$ cat src/rtl/pmic_pkg.sv
// ---------------------------------------------------------------------------
// pmic_pkg
// Shared definitions for the PMIC power supervisor:
//   - sup_state_t    : supervisor state encoding
//   - FC_*           : fault_code values reported to the host
//   - DEF_*          : default parameter values for the supervisor and filters
//   - cnt_width()    : counter width helper (never narrower than one bit)
// ---------------------------------------------------------------------------
package pmic_pkg;

    typedef enum logic [2:0] {
        ST_OFF      = 3'd0,
        ST_POWER_UP = 3'd1,
        ST_RUNNING  = 3'd2,
        ST_SHUTDOWN = 3'd3,
        ST_COOLDOWN = 3'd4,
        ST_LOCKOUT  = 3'd5
    } sup_state_t;

    localparam logic [1:0] FC_NONE       = 2'd0;
    localparam logic [1:0] FC_LOW_BAT    = 2'd1;
    localparam logic [1:0] FC_LOW_POW    = 2'd2;
    localparam logic [1:0] FC_PU_TIMEOUT = 2'd3;

    localparam int DEF_DEBOUNCE_CYC = 16;
    localparam int DEF_COOLDOWN_CYC = 1024;
    localparam int DEF_MAX_RETRY    = 3;
    localparam int DEF_PU_TIMEOUT   = 4096;

    // Width of a counter that must reach n-1; a 1-cycle parameter still
    // needs a one-bit register so the comparison logic stays well formed.
    function automatic int cnt_width(input int n);
        return (n > 1) ? $clog2(n) : 1;
    endfunction

endpackage

$ cat src/rtl/pmic_debounce.sv
// ---------------------------------------------------------------------------
// pmic_debounce
// Two-flop synchroniser followed by a debounce filter. The filtered level
// only changes after DEBOUNCE_CYC consecutive synchronised samples that all
// disagree with it, so a clean raw edge takes 2+DEBOUNCE_CYC cycles to land.
//
// Ports:
//   clk        in   system clock
//   reset      in   asynchronous active-low reset
//   raw        in   unsynchronised input
//   filt_next  out  value the filtered level takes at the next rising edge;
//                   lets the supervisor act on the same edge the filter
//                   commits, keeping the end-to-end latency at 2+DEBOUNCE_CYC
// ---------------------------------------------------------------------------
module pmic_debounce
    import pmic_pkg::*;
#(
    parameter int DEBOUNCE_CYC = DEF_DEBOUNCE_CYC
) (
    input  logic clk,
    input  logic reset,
    input  logic raw,
    output logic filt_next
);

    localparam int            CW       = cnt_width(DEBOUNCE_CYC);
    localparam logic [CW-1:0] CNT_LAST = CW'(DEBOUNCE_CYC - 1);

    logic          sync_p0;
    logic          sync_p1;
    logic          filt;
    logic [CW-1:0] cnt;
    logic [CW-1:0] cnt_next;

    always_ff @(posedge clk or negedge reset) begin
        if (!reset) begin
            sync_p0 <= 1'b0;
            sync_p1 <= 1'b0;
            filt    <= 1'b0;
            cnt     <= '0;
        end else begin
            sync_p0 <= raw;
            sync_p1 <= sync_p0;
            filt    <= filt_next;
            cnt     <= cnt_next;
        end
    end

    // cnt holds the number of disagreeing samples already seen; any
    // agreeing sample restarts the run.
    always_comb begin
        filt_next = filt;
        cnt_next  = '0;
        if (sync_p1 != filt) begin
            if (cnt == CNT_LAST) begin
                filt_next = sync_p1;
            end else begin
                cnt_next = cnt + CW'(1);
            end
        end
    end

endmodule

$ cat src/rtl/pmic_power_supervisor.sv
// ---------------------------------------------------------------------------
// pmic_power_supervisor
// Filters the user ON/OFF switch and the two supply-fault comparators, then
// runs the power state machine (OFF, POWER_UP, RUNNING, SHUTDOWN, COOLDOWN,
// LOCKOUT) that commands the LDO sequencer and applies retry/lockout policy
// to fault shutdowns.
//
// Build option:
//   PMIC_SUP_WATCHDOG_EN  when defined, POWER_UP is bounded by PU_TIMEOUT
//                         cycles; expiry without seq_ready is fault code 3.
//
// Ports:
//   clk           in   system clock
//   reset         in   asynchronous active-low reset
//   on_off_raw    in   user ON/OFF switch (unsynchronised)
//   low_bat_raw   in   battery-low comparator (unsynchronised)
//   low_pow_raw   in   input-power-low comparator (unsynchronised)
//   seq_ready     in   LDO sequencer reports rails up
//   seq_idle      in   LDO sequencer reports all rails off
//   on_cmd        out  ON request to the sequencer
//   fault_active  out  fault shutdown in progress (until cooldown ends)
//   fault_code    out  0 none, 1 low_bat, 2 low_pow, 3 power-up timeout
//   retry_cnt     out  fault restarts since the last clean OFF
//   lockout       out  retries exhausted; waiting for the user to switch OFF
// ---------------------------------------------------------------------------
module pmic_power_supervisor
    import pmic_pkg::*;
#(
    parameter int DEBOUNCE_CYC = DEF_DEBOUNCE_CYC,
    parameter int COOLDOWN_CYC = DEF_COOLDOWN_CYC,
    parameter int MAX_RETRY    = DEF_MAX_RETRY,
    parameter int PU_TIMEOUT   = DEF_PU_TIMEOUT
) (
    input  logic       clk,
    input  logic       reset,
    input  logic       on_off_raw,
    input  logic       low_bat_raw,
    input  logic       low_pow_raw,
    input  logic       seq_ready,
    input  logic       seq_idle,
    output logic       on_cmd,
    output logic       fault_active,
    output logic [1:0] fault_code,
    output logic [1:0] retry_cnt,
    output logic       lockout
);

    localparam int            CW          = cnt_width(COOLDOWN_CYC);
    localparam logic [CW-1:0] COOL_LAST   = CW'(COOLDOWN_CYC - 1);
    localparam logic [1:0]    RETRY_LIMIT = 2'(MAX_RETRY);

    // Fault priority: battery outranks input power, which outranks timeout.
    function automatic logic [1:0] encode_fault(input logic bat,
                                                input logic pow,
                                                input logic wd);
        if (bat) return FC_LOW_BAT;
        if (pow) return FC_LOW_POW;
        if (wd)  return FC_PU_TIMEOUT;
        return FC_NONE;
    endfunction

    logic on_f;
    logic low_bat_f;
    logic low_pow_f;
    logic wd_timeout;
    logic fault_now;

    sup_state_t    state;
    sup_state_t    state_next;
    logic          fault_active_next;
    logic [1:0]    fault_code_next;
    logic [1:0]    retry_next;
    logic [CW-1:0] cool_cnt;
    logic [CW-1:0] cool_cnt_next;

    pmic_debounce #(.DEBOUNCE_CYC(DEBOUNCE_CYC)) u_db_on (
        .clk       (clk),
        .reset     (reset),
        .raw       (on_off_raw),
        .filt_next (on_f)
    );

    pmic_debounce #(.DEBOUNCE_CYC(DEBOUNCE_CYC)) u_db_bat (
        .clk       (clk),
        .reset     (reset),
        .raw       (low_bat_raw),
        .filt_next (low_bat_f)
    );

    pmic_debounce #(.DEBOUNCE_CYC(DEBOUNCE_CYC)) u_db_pow (
        .clk       (clk),
        .reset     (reset),
        .raw       (low_pow_raw),
        .filt_next (low_pow_f)
    );

`ifdef PMIC_SUP_WATCHDOG_EN
    localparam int            PW      = cnt_width(PU_TIMEOUT);
    localparam logic [PW-1:0] PU_LAST = PW'(PU_TIMEOUT - 1);

    logic [PW-1:0] pu_cnt;
    logic [PW-1:0] pu_cnt_next;

    always_ff @(posedge clk or negedge reset) begin
        if (!reset) begin
            pu_cnt <= '0;
        end else begin
            pu_cnt <= pu_cnt_next;
        end
    end

    // Counts only while in POWER_UP and holds at its terminal value.
    always_comb begin
        pu_cnt_next = '0;
        if (state == ST_POWER_UP) begin
            pu_cnt_next = (pu_cnt == PU_LAST) ? pu_cnt : pu_cnt + PW'(1);
        end
    end

    assign wd_timeout = (state == ST_POWER_UP) && (pu_cnt == PU_LAST) && !seq_ready;
`else
    // No watchdog: constant-false for any legal PU_TIMEOUT.
    assign wd_timeout = (PU_TIMEOUT < 0);
`endif

    assign fault_now = low_bat_f || low_pow_f || wd_timeout;

    always_ff @(posedge clk or negedge reset) begin
        if (!reset) begin
            state        <= ST_OFF;
            fault_active <= 1'b0;
            fault_code   <= FC_NONE;
            retry_cnt    <= '0;
            cool_cnt     <= '0;
        end else begin
            state        <= state_next;
            fault_active <= fault_active_next;
            fault_code   <= fault_code_next;
            retry_cnt    <= retry_next;
            cool_cnt     <= cool_cnt_next;
        end
    end

    always_comb begin
        state_next        = state;
        fault_active_next = fault_active;
        fault_code_next   = fault_code;
        retry_next        = retry_cnt;
        cool_cnt_next     = '0;
        unique case (state)
            ST_OFF: begin
                // A fault still present after cooldown keeps us here.
                if (on_f && !(low_bat_f || low_pow_f)) begin
                    state_next = ST_POWER_UP;
                end
            end
            ST_POWER_UP, ST_RUNNING: begin
                // Fault outranks a simultaneous OFF request.
                if (fault_now) begin
                    state_next        = ST_SHUTDOWN;
                    fault_active_next = 1'b1;
                    fault_code_next   = encode_fault(low_bat_f, low_pow_f, wd_timeout);
                end else if (!on_f) begin
                    state_next = ST_SHUTDOWN;
                end else if ((state == ST_POWER_UP) && seq_ready) begin
                    state_next = ST_RUNNING;
                end
            end
            ST_SHUTDOWN: begin
                if (seq_idle) begin
                    if (!fault_active) begin
                        state_next = ST_OFF;
                        retry_next = '0;
                    end else if (retry_cnt < RETRY_LIMIT) begin
                        state_next = ST_COOLDOWN;
                        retry_next = retry_cnt + 2'd1;
                    end else begin
                        state_next = ST_LOCKOUT;
                    end
                end
            end
            ST_COOLDOWN: begin
                if (cool_cnt == COOL_LAST) begin
                    state_next        = ST_OFF;
                    fault_active_next = 1'b0;
                    fault_code_next   = FC_NONE;
                end else begin
                    cool_cnt_next = cool_cnt + CW'(1);
                end
            end
            ST_LOCKOUT: begin
                if (!on_f) begin
                    state_next        = ST_OFF;
                    retry_next        = '0;
                    fault_active_next = 1'b0;
                    fault_code_next   = FC_NONE;
                end
            end
            default: begin
                state_next = ST_OFF;
            end
        endcase
    end

    assign on_cmd  = (state == ST_POWER_UP) || (state == ST_RUNNING);
    assign lockout = (state == ST_LOCKOUT);

endmodule

$ cat config.mk
export PLATFORM = sky130hd
export DESIGN_NAME = pmic_power_supervisor
export DESIGN_NICKNAME = d
export VERILOG_FILES = /design/src/rtl/pmic_pkg.sv /design/src/rtl/pmic_debounce.sv /design/src/rtl/pmic_power_supervisor.sv
export SDC_FILE = /design/constraint.sdc
export NUM_CORES = 1
export LEC_CHECK = 0
export CORE_MARGIN = 2
export CORE_UTILIZATION = 55
export CTS_CLUSTER_DIAMETER = 100
export CTS_CLUSTER_SIZE = 40
export DETAILED_ROUTE_END_ITERATION = 6
export PLACE_DENSITY = 0.76
export SYNTH_ARGS = -nofsm -noshare
export SYNTH_HDL_FRONTEND = slang
export SYNTH_SLANG_ARGS = --single-unit
$ cat constraint.sdc
create_clock -name clk -period 5.85 [get_ports clk]
set_input_delay 0.585 -clock clk [delete_from_list [all_inputs] [get_ports clk]]
set_output_delay 0.585 -clock clk [all_outputs]
set_load 0.02 [all_outputs]
==> metrics.txt <==
status complete, no violations; area grow syn2layout 12.00%; Synth Flop Type dfrtp_1; row count 20; Critical Path Fanout Max 13; Mapped Nets roughly 180; CTS Buf Count 5; post-CTS setup buffer count 0; first-pass GRT wire length 5326 um; Antenna Nets Post-Route 0; sequential-to-total area share from yosys stat a little over half; type of destination of the critical path output port; setup ws final 3.225 ns; DRC 0; Core Area 3103 um^2; clk_skew ~0.015 ns; synth unique cells 39; wire per inst 13.19 um; max-cap check violation count 0; register bit total from synthesis 39; Die W 61.59 um; fin crit period between 2 and 3 ns; Final Hold Vio Count 0; Inserted Diodes 0; CP Launch Type flop; most common cell after layout, fill and taps aside dfrtp_1; post-CTS resize count 0; power per cell area 283.7 nW/um^2; Post-Syn Area 1824 um^2; Worst slew margin about 34%; vias in the first global route 1268; DIE AREA 3793 um^2; largest net degree at the start of global routing 40; reg2reg start cool_cnt[0]$_DFF_PN0_; fmax about 0.38 GHz; Async SR Flop Fraction 100.0%; clk buf depth 2; Worst-Margin Slew 0.9750 ns; DR pass1 iterations 4; H-tree depth 2; All-Layer GR Usage 19.48%; Total Power 579.7 uW; RSZ-0062 raised after global routing false; number of port buffers 13; global placement routability congestion 0.8168; vias per inst 5.662; DP HPWL around 2100 um; fin nets 198; Place WS around 3.6 ns; Data required, critical path 5.27 ns; Sink Count 39; clock-pin transition on the worst setup and hold timing paths 0.12 ns; HP Class in -> async; final WL between 3000 and 4000 um; CP Class reg -> out; Gate Count Post-Synth about 170; critical path startpoint state[0]$_DFFE_PN0P_; fin crit share 44.87%; CTS tree yes; Inst Count DP 223; clk_lat worst skew 0.36 ns; final setup fails 0; layout cells sized above 1 11.76%; # IOs 14; Leakage 0.0009015 uW; initial cell density of the core roughly 59%; DR vias 1308; grt ovf 0; mean area per synthesized cell 10.79 um^2; EDFF count, synth 0; commonest non-fill, non-tap cells in the layout dfrtp_1 (39), nor2_1 (18), a21oi_1 (13), clkdlybuf4s50_1 (12); Ys Warns 0; worst vdd ir 0.1199 mV; Fin Setup TNS 0 ns; Worst EP arrival 2.04 ns; initial antenna violation count 0; DR iter-0 viols 81; max-slew violation count 0; final non-filler cell total 231; die height 61.59 um; clock root buffer clkbuf_4; Hold Buf Count CTS 0
[synth_stat cells, drive strengths merged (3+ instances only)]
library cell | n | share of area (%)
or3 | 4 | 1.5
nor2b | 5 | 1.7
nand3 | 10 | 3.6
mux2i | 4 | 3.3
xnor2 | 9 | 4.3
ha | 5 | 3.4
inv | 10 | 2.1
o21ai | 8 | 2.2
nand4 | 5 | 1.7
clkbuf | 3 | 0.62
dfrtp | 39 | 53
nor2 | 18 | 3.7
nand2 | 9 | 1.9
a21oi | 13 | 3.6
mux2 | 3 | 2.1
[report_power, final]
part           internal (uW)  switching (uW)
registers                285            28.8
clock network           46.9            84.9
logic                   67.0            67.0
[per-stage QoR]
| stage | hold WS (ns) | instance area (um^2) | utilization [%] |
|---|---|---|---|
| after global routing | 0.3716 | 2043 | 65.85 |
| after floorplan | 0.2894 | 1824 | - |
| after global placement | 0.3356 | 1993 | 64.23 |
| after detailed placement | 0.3402 | 1993 | 64.23 |
| after CTS | 0.3415 | 2043 | 65.85 |
| final | 0.3230 | 2043 | 65.85 |
[kinds of logic (layout without fill, tap and decap cells)]
| logic type | after synthesis | after routing | synth area share (%) |
|---|---|---|---|
| AND/OR/NAND/NOR | 64 | 64 | 19.13 |
| flip-flops | 39 | 39 | 53.50 |
| AO/OA/AOI/OAI | 30 | 30 | 10.63 |
| buffers and inverters | 13 | 31 | 2.675 |
| XOR/XNOR | 11 | 11 | 5.282 |
| multiplexers | 7 | 7 | 5.350 |
| adder cells (fa/ha/maj) | 5 | 5 | 3.429 |
[final timing paths]
check                                        endpoint  slack, ns  cells after the start
max in group asynchronous       cool_cnt[9]$_DFF_PN0_       4.99                      1
hold / removal              fault_code[1]$_DFFE_PN0P_       0.32                      1
min in group clk           u_db_pow.sync_p1$_DFF_PN0_       0.36                      0
setup / recovery                               on_cmd       3.22                      3
setup reg to reg                cool_cnt[5]$_DFF_PN0_       3.79                      4
hold reg to reg            u_db_pow.sync_p1$_DFF_PN0_       0.36                      0
[flip-flops by register name, indices dropped and copies added, names as in the netlist]
signal / count
cool_cnt: 10
u_db_bat.cnt: 4
u_db_on.cnt: 4
u_db_pow.cnt: 4
state: 3
fault_code: 2
retry_cnt: 2
fault_active: 1
u_db_bat.filt: 1
u_db_bat.sync_p0: 1
u_db_bat.sync_p1: 1
u_db_on.filt: 1
u_db_on.sync_p0: 1
u_db_on.sync_p1: 1
u_db_pow.filt: 1
u_db_pow.sync_p0: 1
u_db_pow.sync_p1: 1
[final cells by class]
cell class                 count  area [um^2]
fill                         278         1060
sequential                    39        975.9
multi-input combinational    117        799.5
timing repair buffer          13        125.1
tap                           44        55.05
clock buffer                   7        45.04
inverter                      10        37.54
clock inverter                 1        5.005
[metal layers]
| metal | wire [um] | track usage (%) | part of all wire (%) |
|---|---|---|---|
| met4 | 64 | 9.726 | 2.1 |
| met3 | 146 | 5.672 | 4.8 |
| met1 | 1342 | 22.91 | 44 |
| met2 | 1493 | 32.48 | 49 |
| met5 | 0 | 0 | 0 |
[critical path, stage by stage, from the launching register on]
cell	delay, ns
dfrtp_1	0.52
xnor2_1	0.20
nor2_1	0.29
clkdlybuf4s50_1	0.67
No activity file was read; power rests on OpenSTA's default activity.
